### src/rtl/edge_capture_if.sv
// Register/pin-side bundle for edge_capture: per-channel mode, filter length,
// raw inputs, W1C strobes and mask in; filtered level, pulses, status and irq out.
interface edge_capture_if #(
  parameter int DW = 32,
  parameter int FW = 4
);
  logic [2*DW-1:0] cfg;
  logic [FW-1:0]   filt_len;
  logic [DW-1:0]   in;
  logic [DW-1:0]   clr;
  logic [DW-1:0]   mask;
  logic [DW-1:0]   level;
  logic [DW-1:0]   pulse;
  logic [DW-1:0]   status;
  logic            irq;

  modport master (
    output cfg, filt_len, in, clr, mask,
    input  level, pulse, status, irq
  );

  modport slave (
    input  cfg, filt_len, in, clr, mask,
    output level, pulse, status, irq
  );
endinterface

### src/rtl/edge_capture.sv
// Per-channel synchronizer, glitch filter, mode-gated edge pulse,
// sticky write-1-to-clear status and maskable interrupt.
module edge_capture #(
  parameter int DW   = 32,
  parameter int SYNC = 2,
  parameter int FW   = 4
) (
  input  logic          clk,
  input  logic          nreset,
  edge_capture_if.slave bus
);

  logic [DW-1:0] sync_out;

  generate
    if (SYNC == 0) begin : g_nosync
      assign sync_out = bus.in;
    end else begin : g_sync
      logic [DW-1:0] sync_q [SYNC];
      logic [DW-1:0] sync_d [SYNC];

      always_comb begin
        sync_d[0] = bus.in;
        for (int s = 1; s < SYNC; s++) begin
          sync_d[s] = sync_q[s-1];
        end
      end

      always_ff @(posedge clk or negedge nreset) begin
        if (!nreset) begin
          for (int s = 0; s < SYNC; s++) begin
            sync_q[s] <= '0;
          end
        end else begin
          for (int s = 0; s < SYNC; s++) begin
            sync_q[s] <= sync_d[s];
          end
        end
      end

      assign sync_out = sync_q[SYNC-1];
    end
  endgenerate

  logic [DW-1:0] level_q, level_d;
  logic [DW-1:0] pulse_q, pulse_d;
  logic [DW-1:0] status_q, status_d;
  logic [FW-1:0] cnt_q [DW];
  logic [FW-1:0] cnt_d [DW];

  // cnt only ever climbs while below filt_len, so it cannot wrap; ">=" lets a
  // lowered filt_len take effect on the very next mismatching sample.
  always_comb begin
    level_d = level_q;
    pulse_d = '0;
    for (int i = 0; i < DW; i++) begin
      cnt_d[i] = '0;
      if (sync_out[i] != level_q[i]) begin
        if (cnt_q[i] >= bus.filt_len) begin
          level_d[i] = sync_out[i];
          pulse_d[i] = sync_out[i] ? bus.cfg[2*i] : bus.cfg[2*i+1];
        end else begin
          cnt_d[i] = FW'(cnt_q[i] + 1'b1);
        end
      end
    end
  end

  // A pulse in the same cycle as clr wins, so no edge is ever lost.
  always_comb begin
    status_d = (status_q & ~bus.clr) | pulse_q;
  end

  always_ff @(posedge clk or negedge nreset) begin
    if (!nreset) begin
      level_q  <= '0;
      pulse_q  <= '0;
      status_q <= '0;
      for (int i = 0; i < DW; i++) begin
        cnt_q[i] <= '0;
      end
    end else begin
      level_q  <= level_d;
      pulse_q  <= pulse_d;
      status_q <= status_d;
      for (int i = 0; i < DW; i++) begin
        cnt_q[i] <= cnt_d[i];
      end
    end
  end

  assign bus.level  = level_q;
  assign bus.pulse  = pulse_q;
  assign bus.status = status_q;
  assign bus.irq    = |(status_q & ~bus.mask);

endmodule
### src/flat_wrapper.sv
// flat-port wrapper written by rule: the top's interface ports become plain ports
module edge_capture_flat 
#(
  parameter int DW   = 32,
  parameter int SYNC = 2,
  parameter int FW   = 4
)
  (clk, nreset, bus_cfg, bus_filt_len, bus_in, bus_clr, bus_mask, bus_level, bus_pulse, bus_status, bus_irq);
  edge_capture_if #(.DW(DW), .FW(FW)) bus_i ();
  input  logic clk;
  input  logic nreset;
  input wire logic [$bits(bus_i.cfg)-1:0] bus_cfg;
  input wire logic [$bits(bus_i.filt_len)-1:0] bus_filt_len;
  input wire logic [$bits(bus_i.in)-1:0] bus_in;
  input wire logic [$bits(bus_i.clr)-1:0] bus_clr;
  input wire logic [$bits(bus_i.mask)-1:0] bus_mask;
  output wire logic [$bits(bus_i.level)-1:0] bus_level;
  output wire logic [$bits(bus_i.pulse)-1:0] bus_pulse;
  output wire logic [$bits(bus_i.status)-1:0] bus_status;
  output wire logic [$bits(bus_i.irq)-1:0] bus_irq;
  assign bus_i.cfg = bus_cfg;
  assign bus_i.filt_len = bus_filt_len;
  assign bus_i.in = bus_in;
  assign bus_i.clr = bus_clr;
  assign bus_i.mask = bus_mask;
  assign bus_level = bus_i.level;
  assign bus_pulse = bus_i.pulse;
  assign bus_status = bus_i.status;
  assign bus_irq = bus_i.irq;
  edge_capture #(.DW(DW), .SYNC(SYNC), .FW(FW)) u_core (.clk(clk), .nreset(nreset), .bus(bus_i));
endmodule
### config.mk
export PLATFORM = sky130hd
export DESIGN_NAME = edge_capture_flat
export DESIGN_NICKNAME = d
export VERILOG_FILES = /design/src/rtl/edge_capture_if.sv /design/src/rtl/edge_capture.sv /design/src/flat_wrapper.sv
export SDC_FILE = /design/constraint.sdc
export NUM_CORES = 1
export LEC_CHECK = 0
export CAP_MARGIN = 20
export CELL_PAD_IN_SITES_DETAIL_PLACEMENT = 1
export CELL_PAD_IN_SITES_GLOBAL_PLACEMENT = 1
export CORE_MARGIN = 4
export CORE_UTILIZATION = 35
export CTS_BUF_LIST = sky130_fd_sc_hd__clkbuf_16
export CTS_CLUSTER_SIZE = 10
export DETAILED_ROUTE_END_ITERATION = 10
export MAX_ROUTING_LAYER = met4
export PLACE_DENSITY = 0.77
export SLEW_MARGIN = 10
export SYNTH_ARGS = -nofsm -noshare
export SYNTH_HDL_FRONTEND = slang
export SYNTH_SLANG_ARGS = --single-unit
### constraint.sdc
create_clock -name clk -period 2.07 [get_ports clk]
set_input_delay 0.3105 -clock clk [delete_from_list [all_inputs] [get_ports clk]]
set_output_delay 0.3105 -clock clk [all_outputs]
set_load 0.02 [all_outputs]
* Word level (Yosys, flattened, before mapping) *
Cells that the tools add are included.

storage, ports and cells
  bits in registers = 288
  output and inout bits = 97
  logic and storage cells = 362

cells by class
  add/subtract/negate cells = 32
  order comparisons = 32
  eq/ne operators = 32
  multiplexer cells = 160
  bitwise gates (word level) = 5
  reductions and logical operators = 33

operators with widths
  cell                                                            number
  4-bit two-way mux                                               64
  4-bit by 1-bit adder with 4-bit output (second input constant)  32
  4-bit >= comparator                                             32
  1-bit two-way mux                                               96
  32-bit bitwise AND                                              2
  32-bit inverter                                                 2
  2-bit AND reduction                                             32
  1-bit inequality test                                           32
  32-bit OR                                                       1
  32-bit OR reduction                                             1

* Depth between registers and ports, before layout *
  depth after elaboration = 3
  mapped depth = 6
  mapped depth without buffers = 6

* Worst setup path after synthesis *
Ideal clock, no wire load.

  path kind = input to register
  from = input port bus_filt_len[1]
  to = register u_core.level_q[18], in the netlist u_core.bus.level[18]
  setup time = 0.125 ns
  arrival = 1.979 ns
  setup slack = -0.034 ns
  stages = 5
  buffers on the path = 0
  cell sequence = inv_1 -> ha_1 -> a2111oi_4 -> nor2_1 -> mux2_4

between the ends
  longest elaborated chain between the ends = 2

RTL lines
  what                                  RTL line            source
  start, declared                       flat_wrapper.sv:13  input wire logic [$bits(bus_i.filt_len)-1:0] bus_filt_len;
  4-bit >= comparator                   edge_capture.sv:59  if (cnt_q[i] >= bus.filt_len) begin
  2-bit AND reduction (no source line)  -
  end signal, assigned                  edge_capture.sv:83  level_q <= level_d;
  end, declared                         edge_capture.sv:45  logic [DW-1:0] level_q, level_d;

Every way passes these cells.
A chain may end at the register's enable or synchronous reset.

* Final worst setup path *
  from = register u_core.status_q[12], in the netlist u_core.bus.status[12]
  to = output port bus_irq

between the ends
  longest elaborated chain between the ends = 2

RTL lines
  what                    RTL line            source
  start, declared         edge_capture.sv:47  logic [DW-1:0] status_q, status_d;
  start signal, assigned  edge_capture.sv:85  status_q <= status_d;
  32-bit bitwise AND      edge_capture.sv:95  assign bus.irq = |(status_q & ~bus.mask);
  32-bit OR reduction     edge_capture.sv:95
  end, declared           flat_wrapper.sv:20  output wire logic [$bits(bus_i.irq)-1:0] bus_irq;

Every way passes these cells.

==> out/qor.log <==
INFO  run_status     outcome=finished with violations
INFO  run_status     failed_checks=negative setup slack
INFO  pwr            powerDensity=1134mW/mm²
INFO  hold_path      min_path_type=input pin to register
INFO  cts            clock_path_buffers=3
INFO  floorplanning  die_area=0.04499mm²
INFO  synth          synth_edf_count=0
INFO  drt            detail_route.drc_violations=0
INFO  synth          proportion_of_synthesized_flip_flops_having_asynchronous_set_or_reset=100.0%
INFO  floorplanning  ios=263
INFO  placed_design  place_inst=2138
INFO  worst_setup_path worstSetupStartpoint=u_core.bus.status[12]$_DFF_PN0_
INFO  synth          syn-num-nets=1566
INFO  sta            finClkSkew=17.23ps
INFO  cts            cts_tree=yes
INFO  pwr            p_leak=9.373nW
INFO  sta            final-hold-violation-count=0
INFO  cts            cts_inserted_buffers=37
INFO  sta            max_freq=440.3MHz
INFO  sta            max-slew-margin-rel=57.73%
INFO  placed_design  dp_worst_slack=-906.7ps
INFO  cts            clock_latency=540ps
INFO  global_route   antenna_found_initial=3
INFO  drt            drt-pass1-iter-count=4
INFO  synth          yosysWarnings=0
INFO  worst_setup_path crit_path_start_kind=register
INFO  sta            final.period_utilization=109.7%
INFO  drt            totalWireLength=37010µm
INFO  worst_setup_path worst-endpoint-arrival=1960ps
INFO  worst_setup_path type_of_the_worst_setup_path=register to output port
INFO  finish         finish.instance_area=0.01994mm²
INFO  synth          post_synth_num_cell_types=21
INFO  sta            fin_crit=2271ps
INFO  sta            setup_violations=1
INFO  finish         layout-drive-gt1-share=16.12%
INFO  run            maxCapViolations=0
INFO  finish         fill_cells=4405
INFO  global_route   grt_util_all_layers=17.12%
INFO  sta            timing.final.max_slew_violations=0
INFO  placed_design  detailed_place_hpwl=27830µm
INFO  cts            cts.root.buffer_cell=sky130_fd_sc_hd__clkbuf_16
INFO  pwr            vdd.ir_drop.worst=803.4µV
INFO  sta            timing.final.ws_setup=-201.0ps
INFO  drt            detailedRoute.firstIterationViolations=292
INFO  floorplanning  die_w=212.1µm
INFO  synth          synth_seq_cells=288
INFO  synth          post_synthesis_instance_area=0.01458mm²
INFO  placed_design  numPortBuffers=262
INFO  floorplanning  core_area=0.04102mm²
INFO  synth          synth_seq_area_share=49.43%
INFO  placed_design  placedInstanceArea=0.01877mm²
INFO  finish         multi_input_logic_area=0.006959mm²
INFO  finish         final_net_count=1975
INFO  cts            cts.reportedPaths.clkPinSlew=50ps
INFO  sta            worst-slew-pin-transition=627.4ps
INFO  worst_setup_path cp_data_required_time=1760ps
INFO  hold_path      holdPathStages=1
INFO  worst_setup_path ff_to_ff_path_depth=6
INFO  synth          synthCells=1240
INFO  finish         areaGrowthSynthToFinish=36.77%
INFO  global_route   total_congestion_overflow_after_global_routing=0
INFO  floorplanning  start_util=35.55%
INFO  sta            setup-tns-final=-201.0ps
INFO  worst_setup_path worstSetupEndpointType=output port
INFO  cts            cts_htree_levels=2
INFO  drt            avgViaCountPerCell=4.753
INFO  worst_setup_path worst-path-max-fanout=2
INFO  cts            cts_sinks=288
INFO  floorplanning  dieHeight=212.1µm
INFO  global_route   grt_max_degree=78
INFO  synth          postSynth.topFlopCell=sky130_fd_sc_hd__dfrtp_1
INFO  drt            route.vias.total=10480
INFO  worst_setup_path timing.rr.start=u_core.cnt_q[104]$_DFF_PN0_
INFO  sta            grt_setup_unrepaired=yes
INFO  finish         layoutNonFillerInstCount=2204
INFO  synth          synth.avg_cell_area=11.76µm²
INFO  drt            routed_wire_length_per_instance=16.79µm
INFO  drt            final_antenna_net_count=0
INFO  finish         ff_latch_area=0.007207mm²
INFO  placed_design  place_congestion=0.7512
INFO  global_route   first_global_vias=11880
INFO  hold_path      hold_path_startpoint=bus_in[7]
INFO  global_route   grt_first_pass_wirelength=60840µm
INFO  floorplanning  rows=74
worst paths after layout:
| check | to | slack, ps |
|---|---|---|
| min reg2reg | u_core.sync_out[30]$_DFF_PN0_ | 340 |
| max | bus_irq | -200 |
| max in group asynchronous | u_core.cnt_q[57]$_DFF_PN0_ | 1050 |
| max reg2reg | u_core.cnt_q[106]$_DFF_PN0_ | 180 |
| min in group asynchronous | u_core.bus.pulse[0]$_DFF_PN0_ | 250 |
| min | u_core.g_sync.sync_d[7]$_DFF_PN0_ | 220 |
where the power goes:
group / internal, mW / leakage (nW) / switching, mW
sequential: 6.79 / 3.73 / 1.27
clock: 3.36 / 0.569 / 2.38
combinational: 4.72 / 5.08 / 4.10
total: 14.9 / 9.37 / 7.75
routing by layer:
layer	up-vias	routed length, µm	track usage, %
li1	5029	-	-
met1	5197	15790	20.42
met2	196	18900	29.99
met3	54	1702	3.305
met4	0	616	4.114
met5	-	0	-
flip-flops by register name, summed over array words and instances, names as in the netlist:
register / count
u_core.g_sync.sync_d: 32
u_core.bus.status: 32
u_core.bus.pulse: 32
u_core.cnt_q: 128
u_core.sync_out: 32
u_core.bus.level: 32
through the flow:
stage / total power, mW / util (%) / hold slack [ps]
after global routing: 24.21 / 48.62 / 191.1
after CTS: 23.00 / 48.52 / 178.2
after floorplan: 13.33 / - / 14.91
after detailed placement: 16.98 / 45.75 / 222.0
final: 22.62 / 48.62 / 215.4
after global placement: 16.44 / 45.75 / 222.9
cell type report:
type	count	share of cell area (%)
multi-input cells	821	34.90
diodes	3	0.03764
inverters	131	2.484
well taps	532	3.338
flip-flops and latches	288	36.14
repair buffers	370	17.78
clock inverters	20	0.4329
clock buffers	39	4.894
Yosys cell counts (64+ instances only):
| library cell | n | area share [%] |
|---|---|---|
| sky130_fd_sc_hd__dfrtp_1 | 288 | 49 |
| sky130_fd_sc_hd__nor2_1 | 212 | 5.5 |
| sky130_fd_sc_hd__ha_1 | 160 | 14 |
| sky130_fd_sc_hd__inv_1 | 131 | 3.4 |
| sky130_fd_sc_hd__xor2_1 | 64 | 3.8 |
repair_timing:
action	CTS	global route
cloned	0	0
hold buffers	1	0
buffers inserted	2	1
endpoints found under the hold margin	30	0
pin swaps	7	5
endpoints found under the setup margin	1	1
resized for setup	17	9
kinds of logic after synthesis:
logic type      Yosys count  synth area share (%)
mux                      32                 2.986
xor+xnor                 96                 5.766
fa+ha+maj               160                 13.73
compound gates          176                 12.49
flops                   288                 49.43
buf+inv                 131                 3.372
simple gates            357                 12.23
placed cells by master, fill, tap and decap left out, types with 32 or more instances in the layout:
cell type / instances
sky130_fd_sc_hd__nor3_1: 32
sky130_fd_sc_hd__clkbuf_16: 39
sky130_fd_sc_hd__ha_1: 160
sky130_fd_sc_hd__nand2_1: 32
sky130_fd_sc_hd__inv_1: 131
sky130_fd_sc_hd__buf_4: 99
sky130_fd_sc_hd__xnor2_1: 32
sky130_fd_sc_hd__o21ai_0: 32
sky130_fd_sc_hd__nor2_1: 212
sky130_fd_sc_hd__o21a_1: 32
sky130_fd_sc_hd__o21bai_1: 32
sky130_fd_sc_hd__clkdlybuf4s50_1: 259
sky130_fd_sc_hd__nand2b_4: 32
sky130_fd_sc_hd__a31oi_1: 32
sky130_fd_sc_hd__a2111oi_4: 32
sky130_fd_sc_hd__xor2_1: 64
sky130_fd_sc_hd__nand3_1: 32
sky130_fd_sc_hd__dfrtp_1: 288
critical path, stage by stage, from the launching register on:
cell and delay, ps:
sky130_fd_sc_hd__dfrtp_1 380, sky130_fd_sc_hd__inv_1 100, sky130_fd_sc_hd__o22ai_2 80, sky130_fd_sc_hd__nor4_2 310, sky130_fd_sc_hd__buf_4 180, sky130_fd_sc_hd__nand4_1 160, sky130_fd_sc_hd__buf_4 210
No activity file was read; power rests on OpenSTA's default activity.
